### src/rtl/alt_vipcts131_common_fifo_stream_ctrl.sv
// Read-side sequencer for a non-showahead FIFO. It waits for a fill threshold, issues
// one line of reads, and re-times the 1-cycle read latency through a 2-entry skid buffer.
module alt_vipcts131_common_fifo_stream_ctrl #(
  parameter int DATA_WIDTH      = 20,
  parameter int DATA_WIDTHU     = 11,
  parameter int LINE_LENGTH     = 1920,
  parameter int START_THRESHOLD = 16
) (
  input  logic                   clock,
  input  logic                   reset,
  input  logic                   enable,
  input  logic                   clear_underflow,
  output logic                   fifo_rdreq,
  input  logic [DATA_WIDTH-1:0]  fifo_q,
  input  logic                   fifo_rdempty,
  input  logic [DATA_WIDTHU-1:0] fifo_rdusedw,
  output logic [DATA_WIDTH-1:0]  dout_data,
  output logic                   dout_valid,
  input  logic                   dout_ready,
  output logic                   dout_eol,
  output logic                   line_done,
  output logic                   underflow,
  output logic                   busy
);

  localparam int THRESH = (START_THRESHOLD > LINE_LENGTH) ? LINE_LENGTH : START_THRESHOLD;
  localparam logic [DATA_WIDTHU-1:0] C_THRESH = DATA_WIDTHU'(THRESH);
  localparam logic [DATA_WIDTHU-1:0] C_LEN    = DATA_WIDTHU'(LINE_LENGTH);
  localparam logic [DATA_WIDTHU-1:0] C_LAST   = DATA_WIDTHU'(LINE_LENGTH - 1);
  localparam logic [DATA_WIDTHU-1:0] C_ONE    = DATA_WIDTHU'(1);

  typedef enum logic [1:0] {
    S_IDLE   = 2'd0,
    S_FILL   = 2'd1,
    S_STREAM = 2'd2,
    S_DRAIN  = 2'd3
  } state_t;

  state_t                  r_state;
  state_t                  w_state_nxt;
  logic [DATA_WIDTHU-1:0]  r_reads;
  logic                    r_pending;
  logic                    r_pending_eol;
  logic [DATA_WIDTH-1:0]   r_buf0_data;
  logic [DATA_WIDTH-1:0]   r_buf1_data;
  logic                    r_buf0_eol;
  logic                    r_buf1_eol;
  logic [1:0]              r_cnt;
  logic                    r_eol_seen;
  logic                    r_line_done;
  logic                    r_underflow;

  logic                    w_pop;
  logic [2:0]              w_occ;
  logic                    w_room;
  logic                    w_rdreq;
  logic                    w_last_read;
  logic                    w_drain_done;
  logic                    w_enter_fill;
  logic                    w_uf_set;
  logic [1:0]              w_cnt_mid;
  logic [1:0]              w_cnt_nxt;
  logic [DATA_WIDTH-1:0]   w_buf0_data_nxt;
  logic [DATA_WIDTH-1:0]   w_buf1_data_nxt;
  logic                    w_buf0_eol_nxt;
  logic                    w_buf1_eol_nxt;

  // Read issue: only while streaming, and only if the word can land without overfilling the skid buffer
  assign w_pop        = (r_cnt != 2'd0) & dout_ready;
  assign w_occ        = {1'b0, r_cnt} + {2'b00, r_pending};
  assign w_room       = (w_occ - {2'b00, w_pop}) < 3'd2;
  assign w_rdreq      = (r_state == S_STREAM) & ~fifo_rdempty & (r_reads < C_LEN) & w_room;
  assign w_last_read  = w_rdreq & (r_reads == C_LAST);
  assign w_drain_done = (r_cnt == 2'd0) & ~r_pending & r_eol_seen;
  assign w_enter_fill = (w_state_nxt == S_FILL) & (r_state != S_FILL);
  assign w_uf_set     = (r_state == S_STREAM) & (r_cnt == 2'd0) & ~r_pending & dout_ready & fifo_rdempty;

  // Line sequencing; enable is only looked at in IDLE and when a drained line retires
  always_comb begin
    w_state_nxt = r_state;
    case (r_state)
      S_IDLE: begin
        if (enable) begin
          w_state_nxt = S_FILL;
        end else begin
          w_state_nxt = S_IDLE;
        end
      end
      S_FILL: begin
        if (fifo_rdusedw >= C_THRESH) begin
          w_state_nxt = S_STREAM;
        end else begin
          w_state_nxt = S_FILL;
        end
      end
      S_STREAM: begin
        if (w_last_read) begin
          w_state_nxt = S_DRAIN;
        end else begin
          w_state_nxt = S_STREAM;
        end
      end
      S_DRAIN: begin
        if (w_drain_done) begin
          w_state_nxt = enable ? S_FILL : S_IDLE;
        end else begin
          w_state_nxt = S_DRAIN;
        end
      end
      default: begin
        w_state_nxt = S_IDLE;
      end
    endcase
  end

  // Skid buffer next state: pop shifts entry 1 to the head, the returning read lands at the new tail
  always_comb begin
    w_buf0_data_nxt = r_buf0_data;
    w_buf1_data_nxt = r_buf1_data;
    w_buf0_eol_nxt  = r_buf0_eol;
    w_buf1_eol_nxt  = r_buf1_eol;
    if (w_pop) begin
      w_buf0_data_nxt = r_buf1_data;
      w_buf0_eol_nxt  = r_buf1_eol;
      w_cnt_mid       = r_cnt - 2'd1;
    end else begin
      w_cnt_mid       = r_cnt;
    end
    if (r_pending) begin
      if (w_cnt_mid == 2'd0) begin
        w_buf0_data_nxt = fifo_q;
        w_buf0_eol_nxt  = r_pending_eol;
      end else begin
        w_buf1_data_nxt = fifo_q;
        w_buf1_eol_nxt  = r_pending_eol;
      end
      w_cnt_nxt = w_cnt_mid + 2'd1;
    end else begin
      w_cnt_nxt = w_cnt_mid;
    end
  end

  // State, read counter and in-flight read tracking
  always_ff @(posedge clock) begin
    if (reset) begin
      r_state       <= S_IDLE;
      r_reads       <= {DATA_WIDTHU{1'b0}};
      r_pending     <= 1'b0;
      r_pending_eol <= 1'b0;
    end else begin
      r_state       <= w_state_nxt;
      r_pending     <= w_rdreq;
      r_pending_eol <= w_last_read;
      if (w_enter_fill) begin
        r_reads <= {DATA_WIDTHU{1'b0}};
      end else if (w_rdreq) begin
        r_reads <= r_reads + C_ONE;
      end else begin
        r_reads <= r_reads;
      end
    end
  end

  // Skid buffer storage
  always_ff @(posedge clock) begin
    if (reset) begin
      r_cnt       <= 2'd0;
      r_buf0_data <= {DATA_WIDTH{1'b0}};
      r_buf1_data <= {DATA_WIDTH{1'b0}};
      r_buf0_eol  <= 1'b0;
      r_buf1_eol  <= 1'b0;
    end else begin
      r_cnt       <= w_cnt_nxt;
      r_buf0_data <= w_buf0_data_nxt;
      r_buf1_data <= w_buf1_data_nxt;
      r_buf0_eol  <= w_buf0_eol_nxt;
      r_buf1_eol  <= w_buf1_eol_nxt;
    end
  end

  // Line completion, line_done pulse and sticky underflow (set wins over clear)
  always_ff @(posedge clock) begin
    if (reset) begin
      r_eol_seen  <= 1'b0;
      r_line_done <= 1'b0;
      r_underflow <= 1'b0;
    end else begin
      r_line_done <= w_pop & r_buf0_eol;
      if (w_enter_fill) begin
        r_eol_seen <= 1'b0;
      end else if (w_pop & r_buf0_eol) begin
        r_eol_seen <= 1'b1;
      end else begin
        r_eol_seen <= r_eol_seen;
      end
      if (w_uf_set) begin
        r_underflow <= 1'b1;
      end else if (clear_underflow) begin
        r_underflow <= 1'b0;
      end else begin
        r_underflow <= r_underflow;
      end
    end
  end

  assign fifo_rdreq = w_rdreq;
  assign dout_valid = (r_cnt != 2'd0);
  assign dout_data  = (r_cnt != 2'd0) ? r_buf0_data : {DATA_WIDTH{1'b0}};
  assign dout_eol   = (r_cnt != 2'd0) & r_buf0_eol;
  assign line_done  = r_line_done;
  assign underflow  = r_underflow;
  assign busy       = (r_state != S_IDLE);

endmodule
### config.mk
export PLATFORM = sky130hd
export DESIGN_NAME = alt_vipcts131_common_fifo_stream_ctrl
export DESIGN_NICKNAME = d
export VERILOG_FILES = /design/src/rtl/alt_vipcts131_common_fifo_stream_ctrl.sv
export SDC_FILE = /design/constraint.sdc
export NUM_CORES = 1
export LEC_CHECK = 0
export CORE_AREA = 2 2 61 121
export DETAILED_ROUTE_END_ITERATION = 8
export DIE_AREA = 0 0 63 123
export PLACE_DENSITY = 0.7
export SETUP_SLACK_MARGIN = 0.02
export SYNTH_ARGS = -nofsm -noshare
export SYNTH_HDL_FRONTEND = slang
export SYNTH_SLANG_ARGS = --single-unit
### constraint.sdc
create_clock -name clock -period 8.6 [get_ports clock]
set_clock_uncertainty 0.2 [all_clocks]
set_input_delay 2.15 -clock clock [delete_from_list [all_inputs] [get_ports clock]]
set_output_delay 2.15 -clock clock [all_outputs]
set_load 0.005 [all_outputs]
==> results of run 1 <==
-- synth_stat cells (2+ instances only) --
cell type	count	share of area
nand3_1	3	0.0054
buf_2	2	0.0036
inv_1	11	0.015
nor2_1	44	0.060
nand2b_1	3	0.0068
nand4_1	2	0.0045
ha_1	5	0.023
nor4_1	2	0.0045
xnor2_1	7	0.022
mux2i_1	22	0.080
clkbuf_1	16	0.022
nor2b_1	24	0.054
dfxtp_1	62	0.45
a211oi_1	21	0.057
a21oi_1	24	0.044
and3_1	2	0.0045
nor3_1	8	0.015
nand2_1	54	0.074
-- registers in the layout, summed over array words and instances (netlist names) --
name           count
r_eol_seen         1
r_reads           11
r_buf0_eol         1
r_cnt              2
r_pending_eol      1
underflow          1
r_state            2
r_buf1_data       20
r_buf0_data       20
r_pending          1
line_done          1
r_buf1_eol         1
-- power groups by stage --
| stage | clock network, mW | registers [mW] | logic (mW) |
|---|---|---|---|
| 2_1_floorplan | 0 | 0.321 | 0.139 |
| 3_3_place_gp | 0 | 0.324 | 0.195 |
| 3_5_place_dp | 0 | 0.325 | 0.205 |
| 4_1_cts | 0.338 | 0.319 | 0.206 |
| 5_1_grt | 0.348 | 0.321 | 0.226 |
| 6_report | 0.330 | 0.319 | 0.202 |
-- cells by family after synthesis --
logic type,synth area share
AO/OA/AOI/OAI,0.119
XOR/XNOR,0.0254
adder cells (fa/ha/maj),0.0299
buffers and inverters,0.0472
flip-flops,0.450
multiplexers,0.0799
AND/OR/NAND/NOR,0.248
-- placed cells by master (no fill, tap or decap), types with 3 or more instances in the layout --
| master | instances |
|---|---|
| dfxtp_1 | 62 |
| clkdlybuf4s50_1 | 57 |
| nand2_1 | 54 |
| nor2_1 | 44 |
| a21oi_1 | 24 |
| nor2b_1 | 23 |
| mux2i_1 | 22 |
| a211oi_1 | 21 |
| inv_1 | 11 |
| clkbuf_16 | 9 |
| nor3_1 | 8 |
| xnor2_1 | 7 |
| ha_1 | 5 |
| nand3_1 | 3 |
| nand2b_1 | 3 |
-- critical path, delay by kind of cell --
kind | cells | cell delay [ns]
fa+ha+maj | 3 | 0.89
simple gates | 3 | 0.57
buf+inv | 6 | 1.39
-- worst paths after layout --
path | from | end | slack [ns] | cells after the start
max | dout_ready | fifo_rdreq | 1.25 | 12
min | r_buf1_data[18]$_SDFFE_PP0P_ | r_buf1_data[18]$_SDFFE_PP0P_ | 0.25 | 2
max reg2reg | r_cnt[1]$_SDFF_PP0_ | r_reads[9]$_SDFFE_PP0P_ | 4.45 | 14
min reg2reg | r_buf1_data[18]$_SDFFE_PP0P_ | r_buf1_data[18]$_SDFFE_PP0P_ | 0.25 | 2
-- routing by layer --
| metal | up-vias | share of wire | track usage |
|---|---|---|---|
| met5 | - | 0 | 0 |
| met4 | 0 | 0.023 | 0.0931 |
| met3 | 8 | 0.063 | 0.0601 |
| met2 | 72 | 0.47 | 0.279 |
| met1 | 1060 | 0.44 | 0.201 |
| li1 | 1194 | - | - |
-- area by class of cell --
cell class / instances / area [um^2]
fillers: 654 / 3180
clock buffers: 12 / 256
well taps: 90 / 113
inverters: 11 / 41.3
flip-flops and latches: 62 / 1240
clock inverters: 3 / 20.0
multi-input cells: 235 / 1390
repair buffers: 60 / 591
==> impl_metrics.json, run 1 <==
{
  "outcome": "finished, final reports clean",
  "crit_arrival_ns": 5.00,
  "cpPeakStageDelay_ns": 0.52,
  "place.gp.congestion": 0.761,
  "fin_total_pwr_mw": 0.851,
  "crit_chain": "clkdlybuf4s50_1, nand2b_1, inv_1, ha_1, inv_1, ha_1, inv_1, fa_1, and4bb_1, nand3_1, inv_1, clkdlybuf4s50_1",
  "period_share": 0.854,
  "setup_violations": 0,
  "tightest_slew_ns": 0.974,
  "period_minus_slack_ns": 7.35,
  "setup_slack_ns": 1.25,
  "netlist_instances": 328,
  "clkPwrFrac": 0.388,
  "final-hold-violation-count": 0,
  "fp.dieH_um": 123,
  "insertion_delay_ns": 0.33,
  "timing.critical_path.required_ns": 6.25,
  "synth.yosys.seq_area_share": 0.450,
  "fin_nets": 422,
  "power.density_mw_per_mm2": 233,
  "post_dp_cell_area_mm2": 0.00337,
  "worst-path-max-fanout": 8,
  "area_growth_pct": 32.4,
  "cts.sinks": 62,
  "rsz0062_at_grt": "no",
  "die_w_um": 63,
  "routed_wl_mm": 6.19,
  "yosys_warnings": 0,
  "io_pins": 63,
  "dieArea_mm2": 0.00775,
  "drt_iter0_markers": 81,
  "cts_buffers": 9,
  "startpoint_type": "input port",
  "switching_power_mw": 0.246,
  "dpl.hpwl_mm": 3.91,
  "holdCritPathClass": "flip-flop to flip-flop",
  "ys.flop_type": "dfxtp_1",
  "cts_setup_buffers": 0,
  "h-tree-depth": 3,
  "core_mm2": 0.00683,
  "wl_per_cell_um": 13.1,
  "path_class": "input port to output pin",
  "port_buffers": 58,
  "grt_pass1_vias": 2294,
  "antenna_left": 0,
  "holdWs_ns": 0.252,
  "num_rows": 43,
  "grt-ovfl-total": 0,
  "synthArstFlopShare": 0,
  "slew_violations": 0,
  "start_util": 0.404,
  "synth_edf_count": 0,
  "final_cells": 473,
  "p_leak_nw": 1.39,
  "drc": 0,
  "firstDrtPassIters": 4,
  "power.internal_mw": 0.604,
  "post_cts_resized": 0,
  "num_vias": 2334,
  "fin_area_mm2": 0.00365,
  "grtUsageTotal": 0.173,
  "cp_slowest_cell": "clkdlybuf4s50_1",
  "vdd_drop_max_v": 0.000150,
  "n_antenna_cell": 0,
  "pwr-share-seq": 0.375,
  "p_comb_frac": 0.237,
  "ctsHoldBuffers": 0,
  "place_ws_ns": 1.22,
  "postSynthAreaPerCell_um2": 8.41,
  "grt_max_degree": 53,
  "drt-vias-per-instance": 4.93,
  "root_buffer": "clkbuf_16",
  "setup_tns_ns": 0,
  "cpMostUsedCell": "inv_1",
  "grt_pass1_wl_mm": 10.4,
  "cts.clk_slew.worst_paths_ns": 0.05,
  "clock.fmax_mhz": 136,
  "netSwitchingFraction": 0.290,
  "synth-seq-cells": 62,
  "slew_headroom": 0.351,
  "syn-num-nets": 371,
  "antenna_found_initial": 0,
  "dp_cells": 458,
  "clockBufferDepth": 2,
  "cts_tree": "yes",
  "drive_gt1_frac": 0.0548,
  "synthDistinctLibCells": 34,
  "syn-cell-area_mm2": 0.00276,
  "fin_util": 0.534,
  "max-cap-violations": 0,
  "worstSetupEndpointType": "output pin"
}
No activity file was read; power rests on OpenSTA's default activity.
==> inputs of run 2 (changes only) <==
Settings changed: CORE_AREA 2 2 61 121 to 2 2 55 108, DIE_AREA 0 0 63 123 to 0 0 57 110, PLACE_DENSITY 0.7 to 0.84.
==> run 2 against run 1 <==
  * Sequential power is essentially flat
  * Register-to-register slack barely moved
  * Worst setup slack got worse by 0.022 ns
  * Count of clock-buffer cells in the layout fell by 1
  * Cell count decreased by 6.3%
  * Worst hold slack worse by 0.00060 ns
  * Maximum frequency fell by 0.29%
  * Utilization grew 12 points
  * Critical endpoint unchanged
==> impl_metrics.json, run 2 (same netlist as run 1, synthesis figures left out) <==
{
  "outcome": "finished, final reports clean",
  "p_leak_nw": 1.37,
  "grtUsageTotal": 0.203,
  "drc": 0,
  "startpoint": "dout_ready",
  "cts.clk_slew.worst_paths_ns": 0.06,
  "cpPeakStageDelay_ns": 0.53,
  "fp.dieH_um": 110,
  "r2r_start": "r_cnt[1]$_SDFF_PP0_",
  "fill_cells": 465,
  "slew_headroom": 0.380,
  "num_rows": 38,
  "place_ws_ns": 1.24,
  "setup_violations": 0,
  "drt_iter0_markers": 64,
  "place.gp.congestion": 0.828,
  "dpl.hpwl_mm": 4.16,
  "cp_slowest_cell": "clkdlybuf4s50_1",
  "worst-path-max-fanout": 8,
  "crit_end": "fifo_rdreq",
  "vdd_drop_max_v": 0.000223,
  "holdCritPathClass": "flip-flop to flip-flop",
  "wl_met3_um": 223,
  "max-cap-violations": 0,
  "route.met2.wl_mm": 3.37,
  "cpMostUsedCell": "inv_1",
  "critPathBufInv": 6,
  "worstSetupEndpointType": "output pin",
  "cts_tree": "yes",
  "grt_max_degree": 53,
  "period_share": 0.857,
  "num_vias": 2383,
  "routed_wl_mm": 6.11,
  "period_minus_slack_ns": 7.37,
  "mostFrequentLayoutCells": "dfxtp_1 (62), clkdlybuf4s50_1 (57), nand2_1 (54)",
  "drive_gt1_frac": 0.0574,
  "rr_endpoint": "r_reads[9]$_SDFFE_PP0P_",
  "wl_per_cell_um": 13.8,
  "cts_buffers": 9,
  "cp_num_cells": 12,
  "top_layer": "met4",
  "antenna_found_initial": 0,
  "biggestRegsByFlops": "r_buf0_data (20), r_buf1_data (20), r_reads (11)",
  "wl_met1_mm": 2.33,
  "area_growth_pct": 29.0,
  "post_cts_resized": 0,
  "fin_area_mm2": 0.00356,
  "startpoint_type": "input port",
  "setup_slack_ns": 1.23,
  "mostFrequentLayoutCell": "dfxtp_1",
  "path_class": "input port to output pin",
  "drt-vias-per-instance": 5.38,
  "setup_tns_ns": 0,
  "io_pins": 63,
  "cts.sinks": 62,
  "post_dp_cell_area_mm2": 0.00334,
  "timing.critical_path.required_ns": 6.25,
  "h-tree-depth": 3,
  "start_util": 0.509,
  "crit_arrival_ns": 5.02,
  "power.density_mw_per_mm2": 225,
  "rsz0062_at_grt": "no",
  "fin_nets": 422,
  "ctsHoldBuffers": 0,
  "reg2reg_depth": 14,
  "tightest_slew_ns": 0.930,
  "dieArea_mm2": 0.00627,
  "clockBufferDepth": 2,
  "insertion_delay_ns": 0.34,
  "port_buffers": 58,
  "n_antenna_cell": 0,
  "antenna_left": 0,
  "r2r_slack_ns": 4.46,
  "crit_chain": "clkdlybuf4s50_1, nand2b_1, inv_1, ha_1, inv_1, ha_1, inv_1, fa_1, and4bb_1, nand3_1, inv_1, clkdlybuf4s50_1",
  "cts_setup_buffers": 0,
  "die_w_um": 57,
  "core_mm2": 0.00542,
  "firstDrtPassIters": 4,
  "clock.fmax_mhz": 136,
  "fin_total_pwr_mw": 0.801,
  "grt-ovfl-total": 0,
  "slew_violations": 0,
  "root_buffer": "clkbuf_8",
  "final-hold-violation-count": 0,
  "critical_path.top_delay_family": "buffers and inverters",
  "grt_pass1_vias": 2251,
  "grt_pass1_wl_mm": 9.93
}
## run 2: changes by cell type in the layout (fill, tap and decap cells not counted), sizes merged
cell      change
clkinvlp      -2
clkbuf        -1
clkinv        +1
bufinv        +2
## run 2: worst reg2reg max path: cells and delay by family (launching register included)
family / cells / cell delay (ns)
fa+ha+maj: 4 / 1.65
buf+inv: 4 / 0.24
simple gates: 5 / 1.22
compound gates: 1 / 0.36
flops: 1 / 0.36
## run 2: worst min path at each step
stage | from | end | slack, ns | cells past startpoint
after detailed placement | r_buf1_eol$_SDFFE_PP0P_ | r_buf1_eol$_SDFFE_PP0P_ | 0.25 | 2
after global routing | r_buf1_eol$_SDFFE_PP0P_ | r_buf1_eol$_SDFFE_PP0P_ | 0.28 | 2
after global placement | r_pending_eol$_SDFF_PP0_ | r_buf1_eol$_SDFFE_PP0P_ | 0.24 | 2
after CTS | r_buf1_data[18]$_SDFFE_PP0P_ | r_buf1_data[18]$_SDFFE_PP0P_ | 0.26 | 2
after floorplan | r_pending_eol$_SDFF_PP0_ | r_buf1_eol$_SDFFE_PP0P_ | 0.23 | 2
final | r_buf1_eol$_SDFFE_PP0P_ | r_buf1_eol$_SDFFE_PP0P_ | 0.25 | 2
## run 2: cell type report
type                            instances  area [um^2]  area share
Inverter                               11         41.3      0.0116
Sequential cell                        62         1240       0.349
Timing Repair Buffer                   60          591       0.166
Multi-Input combinational cell        235         1390       0.390
Tap cell                               60         75.1      0.0211
Clock buffer                           11          151      0.0425
Clock inverter                          4         70.1      0.0197
## run 2: metrics by stage
| stage | hold WS [ns] | instances | util |
|---|---|---|---|
| 6_report | 0.252 | 443 | 0.657 |
| 5_1_grt | 0.276 | 443 | 0.657 |
| 4_1_cts | 0.255 | 443 | 0.657 |
| 3_5_place_dp | 0.246 | 428 | 0.616 |
| 3_3_place_gp | 0.238 | 428 | 0.616 |
| 2_1_floorplan | 0.232 | 328 | - |
## run 2: routing by layer
metal	up-vias	global-route usage
li1	1201	-
met1	1111	0.213
met2	55	0.366
met3	16	0.0443
met4	0	0.113
met5	-	0
## run 2: report_power, final
part,switching (mW),internal (mW)
clock network,0.109,0.176
registers,0.0120,0.307
logic,0.109,0.0880
total,0.230,0.571
==> inputs of run 3 (changes only) <==
Settings changed: CORE_AREA 2 2 55 108 to 2 2 56 111, DIE_AREA 0 0 57 110 to 0 0 58 113, PLACE_DENSITY 0.84 to 0.81, SKIP_LAST_GASP from default to 1.
Clock period 8.6 ns to 7.1 ns, I/O delays scaled along.
==> run 3 against run 2 <==
  * Non-clock buffer count is 1 higher
  * Cell count is 0.68% higher
  * Final area is 3.9% higher
  * Worst setup slack worse by 0.75 ns
  * Die area is 4.5% higher
  * First-iteration DRC count is 16% lower
  * Combinational power is 23% higher
  * Utilization is 0.35 points lower
  * Sequential power is 21% higher
==> impl_metrics.json, run 3 (same netlist as run 1, synthesis figures left out) <==
{
  "outcome": "finished, final reports clean",
  "cts.sinks": 62,
  "drt-vias-per-instance": 5.38,
  "drive_gt1_frac": 0.0571,
  "holdCritPathClass": "flip-flop to flip-flop",
  "post_cts_resized": 0,
  "dpl.hpwl_mm": 4.14,
  "drc": 0,
  "grt_pass1_vias": 2306,
  "grt-ovfl-total": 0,
  "timing.critical_path.required_ns": 5.12,
  "rsz0062_at_grt": "no",
  "mostFrequentLayoutCells": "dfxtp_1 (62), clkdlybuf4s50_1 (57), nand2_1 (54)",
  "die_w_um": 58,
  "clockBufferDepth": 2,
  "final_cells": 446,
  "ctsHoldBuffers": 0,
  "vdd_drop_max_v": 0.000316,
  "antenna_found_initial": 0,
  "setup_violations": 0,
  "start_util": 0.487,
  "dieArea_mm2": 0.00655,
  "dp_cells": 430,
  "worstHoldStart": "r_buf1_data[17]$_SDFFE_PP0P_",
  "worst-path-max-fanout": 8,
  "core_mm2": 0.00566,
  "min_path_cells": 2,
  "slew_headroom": 0.398,
  "cts_setup_buffers": 0,
  "cts.clk_slew.worst_paths_ns": 0.05,
  "tightest_slew_ns": 0.903,
  "crit_arrival_ns": 4.64,
  "wl_per_cell_um": 13.5,
  "cts_tree": "yes",
  "port_buffers": 58,
  "root_buffer": "clkbuf_16",
  "biggestRegsByFlops": "r_buf0_data (20), r_buf1_data (20), r_reads (11)",
  "r2r_start": "r_cnt[1]$_SDFF_PP0_",
  "fp.dieH_um": 113,
  "num_rows": 39,
  "area_growth_pct": 34.0,
  "rr_endpoint": "r_reads[9]$_SDFFE_PP0P_",
  "grt_pass1_wl_mm": 10.1,
  "fin_util": 0.653,
  "grt_max_degree": 53,
  "mostFrequentLayoutCell": "dfxtp_1",
  "startpoint_type": "input port",
  "fin_total_pwr_mw": 1.13,
  "slew_violations": 0,
  "drt_iter0_markers": 54,
  "clock.fmax_mhz": 151,
  "period_share": 0.932,
  "r2r_slack_ns": 3.34,
  "period_minus_slack_ns": 6.62,
  "insertion_delay_ns": 0.32,
  "worstSetupEndpointType": "output pin",
  "h-tree-depth": 3,
  "power.density_mw_per_mm2": 306,
  "reg2reg_depth": 15,
  "setup_tns_ns": 0,
  "routed_wl_mm": 6.02,
  "post_dp_cell_area_mm2": 0.00335,
  "io_pins": 63,
  "n_antenna_cell": 0,
  "min_to": "r_buf1_data[17]$_SDFFE_PP0P_",
  "num_vias": 2399,
  "grtUsageTotal": 0.200,
  "path_class": "input port to output pin",
  "firstDrtPassIters": 4,
  "cts_buffers": 9,
  "final-hold-violation-count": 0,
  "place.gp.congestion": 0.815,
  "p_leak_nw": 1.43,
  "max-cap-violations": 0,
  "antenna_left": 0,
  "fin_nets": 423,
  "fin_area_mm2": 0.00370
}
## run 3: changes by cell type in the layout (fill, tap and decap cells not counted)
cell | before | now
clkbuf_8 | 11 | 2
bufinv_16 | 2 | 3
clkbuf_16 | 0 | 9
buf_4 | 2 | 3
clkinv_2 | 2 | 0
clkbuf_1 | 0 | 2
## run 3: worst max path at each step
stage	startpoint	endpoint	depth (start not counted)
6_report	dout_ready	fifo_rdreq	12
5_1_grt	dout_ready	fifo_rdreq	12
4_1_cts	dout_ready	fifo_rdreq	12
3_5_place_dp	dout_ready	fifo_rdreq	12
3_3_place_gp	dout_ready	fifo_rdreq	12
2_1_floorplan	dout_ready	fifo_rdreq	12
## run 3: cell type report
| cell class | count | area, um^2 |
|---|---|---|
| multi-input combinational | 235 | 1390 |
| clock buffer | 13 | 260 |
| timing repair buffer | 61 | 598 |
| inverter | 11 | 41.3 |
| fill | 471 | 1960 |
| tap | 61 | 76.3 |
| clock inverter | 3 | 90.1 |
| sequential | 62 | 1240 |
## run 3: where the power goes
group	internal, mW	leakage [nW]	switching, mW
sequential	0.372	0.501	0.0150
clock	0.362	0.170	0.142
combinational	0.110	0.760	0.132
## run 3: metal layers
metal,vias to the layer above,global-route usage,part of all wire
li1,1207,-,-
met1,1116,0.204,0.38
met2,63,0.348,0.54
met3,13,0.0537,0.045
met4,0,0.124,0.031
met5,-,0,0
## run 3: critical path, cell delays in order
cell	delay, ns
clkdlybuf4s50_1	0.49
nand2b_1	0.13
inv_1	0.05
ha_1	0.28
inv_1	0.06
ha_1	0.13
inv_1	0.05
fa_1	0.48
and4bb_1	0.21
nand3_1	0.25
inv_1	0.21
clkdlybuf4s50_1	0.52
## run 3: through the flow
step	hold slack [ns]	setup WS [ns]
after global placement	0.241	0.530
final	0.253	0.481
after global routing	0.266	0.245
after detailed placement	0.248	0.478
after CTS	0.254	0.465
after floorplan	0.232	1.33
